==> src/rtl/mem_req_port_if.sv <==
// ----------------------------------------------------------------------------
// mem_req_port_if
// Requester-to-controller bus for one slot of a shared 8-way memory
// controller (MemController8 / IMemController8).
//
// Signals:
//   Mem_Ctrl [3:0]  bit0 = rden, bit1 = wren, bits[3:2] = 0 (requester drives)
//   Address  [AW]   access address                           (requester drives)
//   Din      [DW]   write data                               (requester drives)
//   Dq       [DW]   registered RAM read data                 (controller drives)
//   acq             grant for this slot                      (controller drives)
//
// Modports: master = requester port, slave = controller slot.
// ----------------------------------------------------------------------------
interface mem_req_port_if #(
    parameter int AW = 8,
    parameter int DW = 8
);
    logic [3:0]    Mem_Ctrl;
    logic [AW-1:0] Address;
    logic [DW-1:0] Din;
    logic [DW-1:0] Dq;
    logic          acq;

    modport master (
        output Mem_Ctrl,
        output Address,
        output Din,
        input  Dq,
        input  acq
    );

    modport slave (
        input  Mem_Ctrl,
        input  Address,
        input  Din,
        output Dq,
        output acq
    );
endinterface

==> src/rtl/mem_req_port.sv <==
// ----------------------------------------------------------------------------
// mem_req_port
// Per-core requester port for a shared memory controller slot. Converts one
// load/store request from the core into the level-held rden/wren + Address +
// Din protocol, waits for acq, captures Dq one cycle after the read grant and
// returns a single-cycle response to the core.
//
// Optional feature: define MEMPORT_TIMEOUT_EN to abort a request that has not
// been granted within TIMEOUT_CYC REQ cycles (response with rsp_err = 1).
//
// Ports:
//   CLK, rst    clock, synchronous active-high reset
//   req_*       core request (valid/we/addr/wdata), req_ready = idle
//   rsp_*       response pulse, read data (held), error qualifier
//   bus         controller-side bus (mem_req_port_if.master)
//   busy        high while a request is in flight (feeds clkdiv busy OR)
// ----------------------------------------------------------------------------
module mem_req_port #(
    parameter int AW          = 8,
    parameter int DW          = 8,
    parameter int TIMEOUT_CYC = 255
) (
    input  logic          CLK,
    input  logic          rst,
    input  logic          req_valid,
    input  logic          req_we,
    input  logic [AW-1:0] req_addr,
    input  logic [DW-1:0] req_wdata,
    output logic          req_ready,
    output logic          rsp_valid,
    output logic [DW-1:0] rsp_rdata,
    output logic          rsp_err,
    mem_req_port_if.master bus,
    output logic          busy
);

    typedef enum logic [1:0] {
        IDLE  = 2'd0,
        REQ   = 2'd1,
        RDATA = 2'd2
    } state_t;

    state_t        state_q, state_d;
    logic [1:0]    ctrl_q, ctrl_d;      // {wren, rden}
    logic [AW-1:0] addr_q, addr_d;
    logic [DW-1:0] din_q, din_d;
    logic [DW-1:0] rdata_q, rdata_d;
    logic          rsp_valid_d;

`ifdef MEMPORT_TIMEOUT_EN
    localparam int CW = ($clog2(TIMEOUT_CYC + 1) > 8) ? $clog2(TIMEOUT_CYC + 1) : 8;
    // Count value seen in the last permitted REQ cycle without a grant.
    localparam logic [CW-1:0] CNT_LAST = CW'(TIMEOUT_CYC - 1);

    logic [CW-1:0] cnt_q, cnt_d;
    logic          err_q, err_d;
`endif

    // ------------------------------------------------------------------
    // Next-state and next-output logic
    // ------------------------------------------------------------------
    always_comb begin
        // NOTE: every variable gets a default before the case so no path
        // leaves it unassigned, which would otherwise infer a latch.
        state_d     = state_q;
        ctrl_d      = ctrl_q;
        addr_d      = addr_q;
        din_d       = din_q;
        rdata_d     = rdata_q;
        rsp_valid_d = 1'b0;
`ifdef MEMPORT_TIMEOUT_EN
        cnt_d       = cnt_q;
        err_d       = 1'b0;
`endif

        unique case (state_q)
            IDLE: begin
                if (req_valid) begin
                    addr_d  = req_addr;
                    din_d   = req_wdata;
                    ctrl_d  = {req_we, ~req_we};
                    state_d = REQ;
`ifdef MEMPORT_TIMEOUT_EN
                    cnt_d   = '0;
`endif
                end
            end

            REQ: begin
                // A grant always wins over a simultaneous timeout expiry.
                if (bus.acq) begin
                    ctrl_d = 2'b00;
                    if (ctrl_q[1]) begin
                        // Write committed on this acq cycle.
                        rsp_valid_d = 1'b1;
                        state_d     = IDLE;
                    end else begin
                        // Registered RAM: Dq is valid in the following cycle.
                        state_d = RDATA;
                    end
                end
`ifdef MEMPORT_TIMEOUT_EN
                else if (cnt_q == CNT_LAST) begin
                    ctrl_d      = 2'b00;
                    rsp_valid_d = 1'b1;
                    err_d       = 1'b1;
                    state_d     = IDLE;
                    if (ctrl_q[0]) begin
                        rdata_d = '1;
                    end
                end else begin
                    cnt_d = cnt_q + 1'b1;
                end
`endif
            end

            RDATA: begin
                rdata_d     = bus.Dq;
                rsp_valid_d = 1'b1;
                state_d     = IDLE;
            end

            default: begin
                ctrl_d  = 2'b00;
                state_d = IDLE;
            end
        endcase
    end

    // ------------------------------------------------------------------
    // State and registered outputs
    // ------------------------------------------------------------------
    always_ff @(posedge CLK) begin
        // NOTE: sequential state uses non-blocking assignments so all
        // registers update together from values sampled at the same edge.
        if (rst) begin
            state_q   <= IDLE;
            ctrl_q    <= 2'b00;
            addr_q    <= '0;
            din_q     <= '0;
            rdata_q   <= '0;
            rsp_valid <= 1'b0;
        end else begin
            state_q   <= state_d;
            ctrl_q    <= ctrl_d;
            addr_q    <= addr_d;
            din_q     <= din_d;
            rdata_q   <= rdata_d;
            rsp_valid <= rsp_valid_d;
        end
    end

`ifdef MEMPORT_TIMEOUT_EN
    always_ff @(posedge CLK) begin
        if (rst) begin
            cnt_q <= '0;
            err_q <= 1'b0;
        end else begin
            cnt_q <= cnt_d;
            err_q <= err_d;
        end
    end

    assign rsp_err = err_q;
`else
    assign rsp_err = 1'b0;
`endif

    assign req_ready    = (state_q == IDLE);
    assign busy         = (state_q != IDLE);
    assign rsp_rdata    = rdata_q;
    assign bus.Mem_Ctrl = {2'b00, ctrl_q};
    assign bus.Address  = addr_q;
    assign bus.Din      = din_q;

endmodule

==> src/flat_wrapper.sv <==
// flat-port wrapper written by rule: the top's interface ports become plain ports
module mem_req_port_flat 
#(
    parameter int AW          = 8,
    parameter int DW          = 8,
    parameter int TIMEOUT_CYC = 255
)
  (CLK, rst, req_valid, req_we, req_addr, req_wdata, req_ready, rsp_valid, rsp_rdata, rsp_err, busy, bus_Mem_Ctrl, bus_Address, bus_Din, bus_Dq, bus_acq);
  mem_req_port_if #(.AW(AW), .DW(DW)) bus_i ();
  input  logic CLK;
  input  logic rst;
  input  logic req_valid;
  input  logic req_we;
  input  logic [AW-1:0] req_addr;
  input  logic [DW-1:0] req_wdata;
  output logic req_ready;
  output logic rsp_valid;
  output logic [DW-1:0] rsp_rdata;
  output logic rsp_err;
  output logic busy;
  output wire logic [$bits(bus_i.Mem_Ctrl)-1:0] bus_Mem_Ctrl;
  output wire logic [$bits(bus_i.Address)-1:0] bus_Address;
  output wire logic [$bits(bus_i.Din)-1:0] bus_Din;
  input wire logic [$bits(bus_i.Dq)-1:0] bus_Dq;
  input wire logic [$bits(bus_i.acq)-1:0] bus_acq;
  assign bus_Mem_Ctrl = bus_i.Mem_Ctrl;
  assign bus_Address = bus_i.Address;
  assign bus_Din = bus_i.Din;
  assign bus_i.Dq = bus_Dq;
  assign bus_i.acq = bus_acq;
  mem_req_port #(.AW(AW), .DW(DW), .TIMEOUT_CYC(TIMEOUT_CYC)) u_core (.CLK(CLK), .rst(rst), .req_valid(req_valid), .req_we(req_we), .req_addr(req_addr), .req_wdata(req_wdata), .req_ready(req_ready), .rsp_valid(rsp_valid), .rsp_rdata(rsp_rdata), .rsp_err(rsp_err), .bus(bus_i), .busy(busy));
endmodule
==> config.mk <==
export PLATFORM = sky130hd
export DESIGN_NAME = mem_req_port_flat
export DESIGN_NICKNAME = d
export VERILOG_FILES = /design/src/rtl/mem_req_port_if.sv /design/src/rtl/mem_req_port.sv /design/src/flat_wrapper.sv
export SDC_FILE = /design/constraint.sdc
export NUM_CORES = 1
export LEC_CHECK = 0
export ABC_CLOCK_PERIOD_IN_PS = 2000
export CORE_MARGIN = 10
export CORE_UTILIZATION = 38
export CTS_CLUSTER_SIZE = 14
export DETAILED_ROUTE_END_ITERATION = 8
export MAX_ROUTING_LAYER = met4
export PLACE_DENSITY_LB_ADDON = 0.2
export SLEW_MARGIN = 25
export SYNTH_ARGS = -nofsm -noshare
export SYNTH_HDL_FRONTEND = slang
export SYNTH_SLANG_ARGS = --single-unit
==> constraint.sdc <==
create_clock -name CLK -period 2 [get_ports CLK]
set_clock_uncertainty 0.1 [all_clocks]
set_input_delay 0.4 -clock CLK [delete_from_list [all_inputs] [get_ports CLK]]
set_output_delay 0.4 -clock CLK [all_outputs]
set_load 0.005 [all_outputs]
* After elaboration in Yosys (flattened, before gate mapping)
Index checks and enable logic that the tools add are counted.
** Operators by class
- Add/sub/neg operators :: 0
- Multipliers :: 0
- Divide/modulo/power cells :: 0
- Magnitude comparators :: 0
- Equality and inequality tests :: 4
- Shifts and indexed selects :: 0
- Multiplexer cells :: 10
- Bitwise gates (word level) :: 2
- Reduce and logical (&&, ||, !) cells :: 5
** Operators by type and width (number)
- two-way mux 2 bit :: 5
- case mux 2 bit (3 select lines) :: 1
- inequality test 2 bit (second input constant) :: 2
- case mux 2 bit (2 select lines) :: 1
- AND reduction 2 bit :: 2
- AND reduction 3 bit :: 1
- equality test 2 x 1 -> 1 bit (second input constant) :: 1
- equality test 2 bit (second input constant) :: 1
- zero test 2 bit :: 1
- two-way mux 1 bit :: 2
- NOT 1 bit :: 2
- case mux 1 bit (2 select lines) :: 1
- nonzero test 2 bit :: 1
** Storage, ports and cells
- Bits in registers :: 29
- Bits in latches :: 0
- RAM bits :: 0
- Memory bits (read-only) :: 0
- Bits of input ports :: 29
- Output and inout bits :: 32
- Logic and storage cells :: 27
- Memories kept :: 0

* Logic depth before layout (Yosys ltp)
Gate-level depths: netlist (run 1).
- Depth after elaboration :: 3
- Depth in mapped cells :: 7
- Mapped depth without buffers :: 5

* Worst setup path before layout (run 1)
No wires, ideal clock.
- Path kind :: flip-flop to flip-flop
- Start :: reg u_core.state_q[0]
- End :: reg u_core.ctrl_q[0]
- Library setup time :: 71 ps
- Arrival time :: 1296 ps
- Data required time :: 1829 ps
- Path slack :: 533 ps
- Cell stages (with the launch flop) :: 6
- Buffers on the path :: 0
- Period minus slack after synthesis :: 1467 ps
- Path through :: dfxtp_1 > inv_1 > ha_1 > nand2_2 > or4_1 > a21oi_1
** Between the ends
- Longest elaborated chain between the ends :: 3
- Elaborated cells between the ends (all ways) :: 8
- Classes of those cells :: 4 x eq/ne; 1 x mux; 1 x bitwise; 2 x reduce/logical
** RTL lines
- start: declaration :: RTL line mem_req_port.sv:43 : state_t state_q, state_d;
- start signal: assignment :: RTL line mem_req_port.sv:144 : state_q <= state_d;
- zero test 2 bit (*)
- net req_ready :: RTL line flat_wrapper.sv:16 : output logic req_ready;
- inequality test 2 bit (no source line)
- AND reduction 3 bit (no source line)
- end signal: assignment :: RTL line mem_req_port.sv:145 : ctrl_q <= ctrl_d;
- end: declaration :: RTL line mem_req_port.sv:44 : logic [1:0] ctrl_q, ctrl_d;
The timed path passes the listed nets; every way through them passes the cells marked *.
A chain may end at the register's enable or synchronous reset.

* Final worst setup path (run 1)
- Start :: reg u_core.state_q[1]
- End :: out busy
** Between the ends
- Longest elaborated chain between the ends :: 1
** RTL lines
- nonzero test 2 bit :: RTL line mem_req_port.sv:170 : assign busy = (state_q != IDLE);
- end: declaration :: RTL line flat_wrapper.sv:20 : output logic busy;
No other way between the ends.

==> out/metrics.yaml, run 1 <==
yosys:
  synthTopCellsByArea: "dfxtp_1, nand2_1, a21oi_1, mux2i_1, ha_1"
  synthTopCellsByCount: "nand2_1, dfxtp_1, a21oi_1, mux2i_1, nor2_1"
  synth_top_area_frac: 0.521
  ys_ff_latch: 29
  synthDistinctLibCells: 24
  netlist_area_mm2: 0.00111
  syn_avg_cell_area_um2: 8.64
  yosys_warnings: 0
  synth_edf_count: 0
  synth_area_leader_cell: "dfxtp_1"
  ys_seq_area_frac: 0.521
  syn_inst: 129
  async_flop_share: 0
  synthFlopType: "dfxtp_1"
  yosysMostFrequentCell: "nand2_1"
critical_path:
  critPathLaunchType: "register"
  ff2ff_path_depth: 5
  cp-end-kind: "output port"
  criticalPathCategory: "reg2out"
  critical_path_arrival_ns: 1.28
  cp_max_fo: 5
  required_ns: 1.50
placement:
  dpl.cell_count: 215
  port_buffers: 57
  post-dp-hpwl_um: 2650
  gp_congestion: 0.886
die:
  ioPinCount: 61
  coreArea_mm2: 0.00278
  die_w_um: 74.2
  die_y_um: 74.2
  initial_core_util: 0.401
  rows: 19
  dieArea_mm2: 0.00550
pwr:
  p_comb_frac: 0.182
  clockPowerShare: 0.366
  switching_share: 0.238
  peakVddDrop_mv: 0.601
  power_frac_seq: 0.452
  p_leak_nw: 0.694
  switchingPower_mw: 0.331
  power.total_mw: 1.39
  power.internal_mw: 1.06
  power_density_mw_per_mm2: 764
drt:
  ant_nets: 0
  vias: 1100
  drt_first_pass_iters: 6
  drc_errors: 0
  wire_per_inst_um: 15.2
  routed_wl_um: 3400
  avgViaCountPerCell: 4.91
  first_iter_violations: 42
finish:
  final_nets: 224
  layout.cells.non_filler: 224
  num_antenna_cells: 0
  ff_latch_area_um2: 583
  fillers: 236
  multi_input_area_um2: 480
  syn_to_final_growth_pct: 63.2
  drive_above_1_share: 0.0933
worst_hold_path:
  hold_class: "reg2reg"
  min_path_cells: 2
global_route:
  grt_start_max_net_pins: 17
  grt_pass1_vias: 1190
  antenna_found_initial: 0
  track_usage: 0.137
  grt_pass1_wl_um: 5620
  grt-ovfl-total: 0
timing:
  hold_viol: 0
  rsz0062_at_grt: "false"
  post-route-min-period_ns: 1.78
  fmax_mhz: 563
  setup_tns_ns: 0
  slew_violations: 0
  period_share: 0.888
  setup_violations: 0
clocking:
  htree_levels: 2
  clk_path_buf_depth: 2
  clock_latency_ns: 0.33
  cts_tree: "yes"
  cts-root-buf: "clkbuf_4"
  clk_pin_slew_worst_paths_ns: 0.09
  numCtsBuffers: 5
  ctsHoldBuffers: 0
  clock_sinks: 29
run:
  drv_cap: 0
status:
  status: "finished, final reports clean"
[routing by layer]
layer | vias to the layer above | global-route usage | routed length (um)
li1 | 544 | - | -
met1 | 505 | 0.137 | 1320
met2 | 46 | 0.216 | 1690
met3 | 5 | 0.0718 | 336
met4 | 0 | 0.0642 | 55
met5 | - | - | 0
[cell type report]
cell class,count,area share
clock inverter,1,0.0165
inverter,3,0.00619
tap,31,0.0213
multi-input combinational,89,0.264
timing repair buffer,64,0.341
sequential,29,0.320
clock buffer,7,0.0303
[cell usage in the layout, fill, tap and decap left out, types with 2 or more instances in the layout]
cell / synthesis / final
clkdlybuf4s50_1: 0 / 55
buf_4: 3 / 7
clkbuf_4: 0 / 5
nand2_1: 33 / 33
nor2b_1: 2 / 2
o31ai_1: 2 / 2
dlygate4sd2_1: 0 / 2
dfxtp_2: 0 / 2
a21oi_1: 20 / 20
conb_1: 1 / 3
dfxtp_1: 29 / 27
inv_1: 3 / 3
mux2i_1: 8 / 8
ha_1: 3 / 2
nor2_1: 8 / 8
[what timing repair did]
| action | in CTS | in global routing |
|---|---|---|
| buffers inserted | 1 | 0 |
| gates resized for setup | 5 | 0 |
| setup endpoints to repair | 2 | 0 |
[logic make-up after synthesis]
kind of cell | Yosys count | synth area share
compound gates | 25 | 0.120
fa+ha+maj | 3 | 0.0337
buf+inv | 13 | 0.0572
flops | 29 | 0.521
mux | 8 | 0.0718
other cells | 1 | 0.00336
simple gates | 50 | 0.193
[critical path, stage by stage, from the launching register on]
cell           delay (ns)
dfxtp_2              0.34
inv_1                0.08
ha_2                 0.21
inv_1                0.06
dlygate4sd2_1        0.26
[state kept, by name, summed over array words and instances (netlist names)]
| signal | count |
|---|---|
| u_core.bus.Address | 8 |
| u_core.bus.Din | 8 |
| u_core.state_q | 2 |
| u_core.ctrl_q | 2 |
| u_core.rsp_valid | 1 |
| u_core.rsp_rdata | 8 |
[final timing paths]
check | startpoint | endpoint | slack (ns)
min | u_core.bus.Din[7] | u_core.bus.Din[7] | 0.36
min reg2reg | u_core.bus.Din[7] | u_core.bus.Din[7] | 0.36
max reg2reg | u_core.state_q[0] | u_core.ctrl_q[0] | 0.40
max | u_core.state_q[1] | busy | 0.22
[power by group through the flow]
stage	Combinational [mW]	Sequential, mW	Clock, mW
4_1_cts	0.257	0.629	0.526
5_1_grt	0.281	0.632	0.552
2_1_floorplan	0.0973	0.642	0
3_3_place_gp	0.248	0.639	0
6_report	0.253	0.628	0.509
3_5_place_dp	0.254	0.642	0
[stage by stage]
stage | instance area [um^2] | utilization | worst slack, ns | hold slack, ns
after floorplan | 1120 | - | 0.533 | 0.353
after global placement | 1720 | 0.620 | 0.232 | 0.343
after detailed placement | 1720 | 0.620 | 0.202 | 0.350
after CTS | 1820 | 0.654 | 0.207 | 0.363
after global routing | 1820 | 0.654 | 0.129 | 0.377
final | 1820 | 0.654 | 0.225 | 0.359
Note: power is estimated with default switching activity, not from simulation.
==> inputs of run 2 (changes only) <==
--- a/config.mk
+++ b/config.mk
@@ -6,10 +6,12 @@
 export NUM_CORES = 1
 export LEC_CHECK = 0
 export ABC_CLOCK_PERIOD_IN_PS = 2000
+export CAP_MARGIN = 20
 export CORE_MARGIN = 10
-export CORE_UTILIZATION = 38
+export CORE_UTILIZATION = 59
 export CTS_CLUSTER_SIZE = 14
 export DETAILED_ROUTE_END_ITERATION = 8
+export DONT_BUFFER_PORTS = 1
 export MAX_ROUTING_LAYER = met4
 export PLACE_DENSITY_LB_ADDON = 0.2
 export SLEW_MARGIN = 25
==> out/metrics.yaml, run 2 (same netlist as run 1, synthesis figures left out) <==
finish:
  multi_input_area_um2: 478  # was 480 um^2
  fillers: 158  # was 236
  ff_latch_area_um2: 581  # was 583 um^2
  num_antenna_cells: 0  # unchanged
  finish.utilization: 0.661  # was 0.654
  final_common_cell: "nand2_1"  # was clkdlybuf4s50_1
  final_nets: 163  # was 224
  drive_above_1_share: 0.0769  # was 0.0933
  final_cell_mix: "nand2_1, dfxtp_1, a21oi_1"  # was clkdlybuf4s50_1, nand2_1, dfxtp_1
  syn_to_final_growth_pct: 4.60  # was 63.2%
drt:
  routed_wl_um: 2590  # was 3400 um
  vias: 847  # was 1100
  wire_per_inst_um: 16.7  # was 15.2 um
  first_iter_violations: 34  # was 42
  drc_errors: 0  # unchanged
  drt_first_pass_iters: 4  # was 6
  ant_nets: 0  # unchanged
  avgViaCountPerCell: 5.46  # was 4.91
timing:
  fmax_mhz: 607  # was 563 MHz
  setup_violations: 0  # unchanged
  setup_tns_ns: 0  # unchanged
  rsz0062_at_grt: "false"  # unchanged
  slew_violations: 0  # unchanged
  period_share: 0.824  # was 0.888
  post-route-min-period_ns: 1.65  # was 1.78 ns
  hold_viol: 0  # unchanged
die:
  ioPinCount: 61  # unchanged
  die_y_um: 63.5  # was 74.2 um
  die_w_um: 63.5  # was 74.2 um
  rows: 15  # was 19
  dieArea_mm2: 0.00403  # was 0.00550 mm^2
  coreArea_mm2: 0.00176  # was 0.00278 mm^2
  initial_core_util: 0.632  # was 0.401
clocking:
  clock_latency_ns: 0.31  # was 0.33 ns
  postCtsSetupBuffers: 0  # was 1
  clk_path_buf_depth: 2  # unchanged
  htree_levels: 2  # unchanged
  ctsHoldBuffers: 0  # unchanged
  clock_sinks: 29  # unchanged
  clk_pin_slew_worst_paths_ns: 0.08  # was 0.09 ns
  cts.repair.resized: 0  # was 5
  numCtsBuffers: 5  # unchanged
  cts-root-buf: "clkbuf_4"  # unchanged
  cts_tree: "yes"  # unchanged
critical_path:
  r2r_end: "u_core.state_q[1]"  # was u_core.ctrl_q[0]
  cp_max_fo: 5  # unchanged
  cp-end-kind: "output port"  # unchanged
  criticalPathCategory: "reg2out"  # unchanged
  r2r_slack_ns: 0.39  # was 0.40 ns
  worstSetupStartpoint: "u_core.state_q[0]"  # was u_core.state_q[1]
  critPathLaunchType: "register"  # unchanged
  critical_path_arrival_ns: 1.15  # was 1.28 ns
  rr_startpoint: "u_core.state_q[0]"  # unchanged
  required_ns: 1.50  # about the same
  crit_end: "busy"  # unchanged
  ff2ff_path_depth: 5  # unchanged
pwr:
  p_comb_frac: 0.102  # was 0.182
  clockPowerShare: 0.289  # was 0.366
  power_frac_seq: 0.609  # was 0.452
  power.internal_mw: 0.775  # was 1.06 mW
  switchingPower_mw: 0.269  # was 0.331 mW
  switching_share: 0.258  # was 0.238
  p_leak_nw: 0.442  # was 0.694 nW
  power_density_mw_per_mm2: 896  # was 764 mW/mm^2
  peakVddDrop_mv: 0.591  # was 0.601 mV
global_route:
  grt_pass1_vias: 898  # was 1190
  antenna_found_initial: 0  # unchanged
  grt_start_max_net_pins: 30  # was 17
  track_usage: 0.136  # was 0.137
  grt_pass1_wl_um: 4250  # was 5620 um
  grt-ovfl-total: 0  # unchanged
worst_hold_path:
  min_path_cells: 1  # was 2
  hold_class: "in2reg"  # was reg2reg
placement:
  gp_congestion: 0.863  # was 0.886
  port_buffers: 0  # was 57
  post-dp-hpwl_um: 1990  # was 2650 um
run:
  drv_cap: 0  # unchanged
status:
  status: "finished, final reports clean"  # unchanged
run 2: how the worst min path moves through the flow:
| stage | to | slack [ns] | from |
|---|---|---|---|
| final | u_core.ctrl_q[0] | 0.05 | rst |
| after global placement | u_core.bus.Din[7] | 0.36 | u_core.bus.Din[7] |
| after floorplan | u_core.bus.Address[0] | 0.35 | u_core.bus.Address[0] |
| after global routing | u_core.bus.Din[5] | 0.02 | rst |
| after detailed placement | u_core.bus.Address[4] | 0.37 | u_core.bus.Address[4] |
| after CTS | u_core.ctrl_q[0] | 0.03 | rst |
run 2: through the flow:
stage | std cells | power, mW | area [um^2] | hold WS, ns | setup slack [ns]
3_3_place_gp | 149 | 0.753 | 1120 | 0.362 | 0.543
6_report | 155 | 1.04 | 1170 | 0.0472 | 0.352
4_1_cts | 155 | 1.06 | 1170 | 0.0310 | 0.334
3_5_place_dp | 149 | 0.759 | 1120 | 0.368 | 0.411
5_1_grt | 155 | 1.11 | 1170 | 0.0236 | 0.249
2_1_floorplan | 131 | 0.740 | 1120 | 0.353 | 0.533
run 2: layout make-up:
cell class,instances,share of cell area
flip-flops and latches,29,0.498
multi-input cells,89,0.410
clock buffers,5,0.0322
well taps,25,0.0268
repair buffers,3,0.0193
inverters,3,0.00966
clock inverters,1,0.00429
run 2: worst max-delay path, stage by stage (launching register included):
cell and delay, ns:
dfxtp_1 0.37, inv_1 0.07, ha_1 0.26, inv_1 0.14
run 2: power groups by stage:
stage                     clock, mW  combinational [mW]  sequential (mW)
after global placement            0               0.102            0.651
after global routing          0.342               0.126            0.642
after floorplan                   0              0.0973            0.642
after CTS                     0.314               0.107            0.639
after detailed placement          0               0.107            0.652
final                         0.301               0.107            0.637
run 2: routing by layer:
metal	share of wire	GRT usage	routed length [um]
met4	0.011	0.0492	28
met2	0.46	0.198	1190
met1	0.39	0.138	999
met5	0	-	0
met3	0.14	0.101	365
==> inputs of run 3 (changes only) <==
--- a/config.mk
+++ b/config.mk
@@ -5,10 +5,10 @@
 export SDC_FILE = /design/constraint.sdc
 export NUM_CORES = 1
 export LEC_CHECK = 0
-export ABC_CLOCK_PERIOD_IN_PS = 2000
+export ABC_CLOCK_PERIOD_IN_PS = 1340
 export CAP_MARGIN = 20
 export CORE_MARGIN = 10
-export CORE_UTILIZATION = 59
+export CORE_UTILIZATION = 53
 export CTS_CLUSTER_SIZE = 14
 export DETAILED_ROUTE_END_ITERATION = 8
 export DONT_BUFFER_PORTS = 1
==> constraint.sdc (replaced) <==
create_clock -name CLK -period 1.34 [get_ports CLK]
set_clock_uncertainty 0.1 [all_clocks]
set_input_delay 0.268 -clock CLK [delete_from_list [all_inputs] [get_ports CLK]]
set_output_delay 0.268 -clock CLK [all_outputs]
set_load 0.005 [all_outputs]
==> out/metrics.yaml, run 3 (same netlist as run 1, synthesis figures left out) <==
clocking:
  clock_latency_ns: 0.32  # was 0.31 ns
  clk_path_buf_depth: 2  # unchanged
  cts-root-buf: "clkbuf_4"  # unchanged
  cts_tree: "yes"  # unchanged
  clock_sinks: 29  # unchanged
  numCtsBuffers: 5  # unchanged
  clk_pin_slew_worst_paths_ns: 0.08  # about the same
  htree_levels: 2  # unchanged
worst_hold_path:
  min_path_cells: 2  # was 1
  worstHoldStart: "req_wdata[3]"  # was rst
  min_to: "u_core.bus.Din[3]"  # was u_core.ctrl_q[0]
  hold_class: "in2reg"  # unchanged
timing:
  hold_viol: 1  # was 0
  slew_violations: 0  # unchanged
  fmax_mhz: 681
  rsz0062_at_grt: "true"  # was false
  setup_violations: 5  # was 0
  period_share: 1.10
  post-route-min-period_ns: 1.47
  worst_slack_ns: -0.128  # was 0.352 ns
  holdWs_ns: -0.0160  # was 0.0472 ns
critical_path:
  critPathLaunchType: "register"  # unchanged
  crit_chain: "buf_12 > ha_4 > nor2b_4 > or4_4 > a21oi_2"  # was inv_1 > ha_1 > inv_1
  r2r_slack_ns: -0.13  # was 0.39 ns
  cp-end-kind: "register"  # was output port
  criticalPathCategory: "reg2reg"  # was reg2out
  r2r_end: "u_core.ctrl_q[0]"  # was u_core.state_q[1]
  rr_startpoint: "u_core.state_q[0]"  # unchanged
  required_ns: 1.50  # about the same
  ff2ff_path_depth: 5  # unchanged
  critical_path_arrival_ns: 1.63  # was 1.15 ns
  cp_max_fo: 4  # was 5
  cp_slowest_cell: "or4_4"  # was dfxtp_1
  cpPeakStageDelay_ns: 0.41  # was 0.37 ns
placement:
  post-dp-hpwl_um: 2150  # was 1990 um
  gp_congestion: 0.775  # was 0.863
  dp_slack_ns: -0.0775  # was 0.411 ns
  port_buffers: 0  # unchanged
  dpl.cell_count: 154  # was 149
global_route:
  grt_start_max_net_pins: 30  # unchanged
  track_usage: 0.136  # about the same
  grt-ovfl-total: 0  # unchanged
  grt_pass1_vias: 900  # was 898
  antenna_found_initial: 0  # unchanged
  grt_pass1_wl_um: 4310  # was 4250 um
status:
  violations: "negative hold slack, negative setup slack"
  status: "complete, but fails checks"  # was finished, final reports clean
die:
  dieArea_mm2: 0.00434  # was 0.00403 mm^2
  die_y_um: 65.9  # was 63.5 um
  coreArea_mm2: 0.00198  # was 0.00176 mm^2
  rows: 16  # was 15
  initial_core_util: 0.562  # was 0.632
  die_w_um: 65.9  # was 63.5 um
  ioPinCount: 61  # unchanged
finish:
  ff_latch_area_um2: 588  # was 581 um^2
  fillers: 127  # was 158
  syn_to_final_growth_pct: 43.7  # was 4.60%
  finish.utilization: 0.808  # was 0.661
  final_cell_mix: "nand2_1, dfxtp_1, dlygate4sd3_1"  # was nand2_1, dfxtp_1, a21oi_1
  final_common_cell: "nand2_1"  # unchanged
  layout.cells.non_filler: 184  # was 155
  multi_input_area_um2: 563  # was 478 um^2
  final_nets: 190  # was 163
  num_antenna_cells: 0  # unchanged
  drive_above_1_share: 0.223  # was 0.0769
pwr:
  switchingPower_mw: 0.474  # was 0.269 mW
  peakVddDrop_mv: 0.986  # was 0.591 mV
  switching_share: 0.272  # was 0.258
  p_comb_frac: 0.189  # was 0.102
  p_leak_nw: 0.593  # was 0.442 nW
  power_frac_seq: 0.548  # was 0.609
  clockPowerShare: 0.263  # was 0.289
  power.internal_mw: 1.27  # was 0.775 mW
  power_density_mw_per_mm2: 1090  # was 896 mW/mm^2
drt:
  first_iter_violations: 49  # was 34
  drt_first_pass_iters: 4  # unchanged
  routed_wl_um: 3360  # was 2590 um
  avgViaCountPerCell: 5.41  # was 5.46
  ant_nets: 0  # unchanged
  wire_per_inst_um: 18.3  # was 16.7 um
  drc_errors: 0  # unchanged
  vias: 995  # was 847
run:
  drv_cap: 0  # unchanged
-- run 3: changes by cell type in the layout (fill, tap and decap cells not counted), sizes merged --
cell,previous run,this run
dlygate4sd3,0,19
buf,3,10
clkbuf,5,6
-- run 3: power groups by stage --
stage          Clock (mW)  Sequential [mW]  Combinational (mW)
5_1_grt             0.516            0.963               0.361
2_1_floorplan           0            0.961               0.154
3_5_place_dp            0            0.975               0.195
6_report            0.459            0.955               0.330
3_3_place_gp            0            0.974               0.186
4_1_cts             0.462            0.955               0.207
-- run 3: how the worst max path moves through the flow --
stage / end / slack, ns / depth (start not counted) / startpoint
floorplan: u_core.ctrl_q[0] / -0.03 / 5 / u_core.state_q[1]
global placement: u_core.ctrl_q[0] / -0.03 / 5 / u_core.state_q[1]
detailed placement: u_core.ctrl_q[0] / -0.08 / 5 / u_core.state_q[1]
CTS: busy / -0.11 / 4 / u_core.state_q[0]
global route: u_core.state_q[1] / -0.18 / 5 / u_core.state_q[1]
finish: u_core.ctrl_q[0] / -0.13 / 5 / u_core.state_q[0]
-- run 3: per-stage QoR --
stage	area, um^2	power, mW	TNS (ns)
6_report	1600	1.74	-0.483
5_1_grt	1600	1.84	-1.81
4_1_cts	1250	1.62	-0.326
3_5_place_dp	1200	1.17	-0.117
3_3_place_gp	1200	1.16	-0.0344
2_1_floorplan	1140	1.11	-0.0297
-- run 3: routing by layer --
layer  global-route usage  share of wire  up-vias
li1                     -              -      476
met4               0.0642          0.016        0
met2                0.205           0.50       44
met1                0.129           0.36      469
met5                    -              0        -
met3               0.0966           0.12        6
-- run 3: worst max-delay path: cells and delay by family, from the launching register on --
kind | cells | cell delay [ns]
flip-flops | 1 | 0.37
AND/OR/NAND/NOR | 2 | 0.55
buffers and inverters | 1 | 0.12
adder cells (fa/ha/maj) | 1 | 0.15
AO/OA/AOI/OAI | 1 | 0.12
-- run 3: layout make-up --
class                      count  share of cell area
timing repair buffer          30               0.222
clock inverter                 1             0.00312
inverter                       3              0.0117
clock buffer                   5              0.0234
sequential                    29               0.367
multi-input combinational     89               0.352
tap                           27              0.0211
-- run 3: timing repair --
action                     in CTS  in global routing
gates cloned                    0                  1
gates resized for setup         5                 17
pin swaps                       1                 10
setup endpoints to repair       4                 24
hold endpoints to repair       29                 29
buffers inserted                0                  3
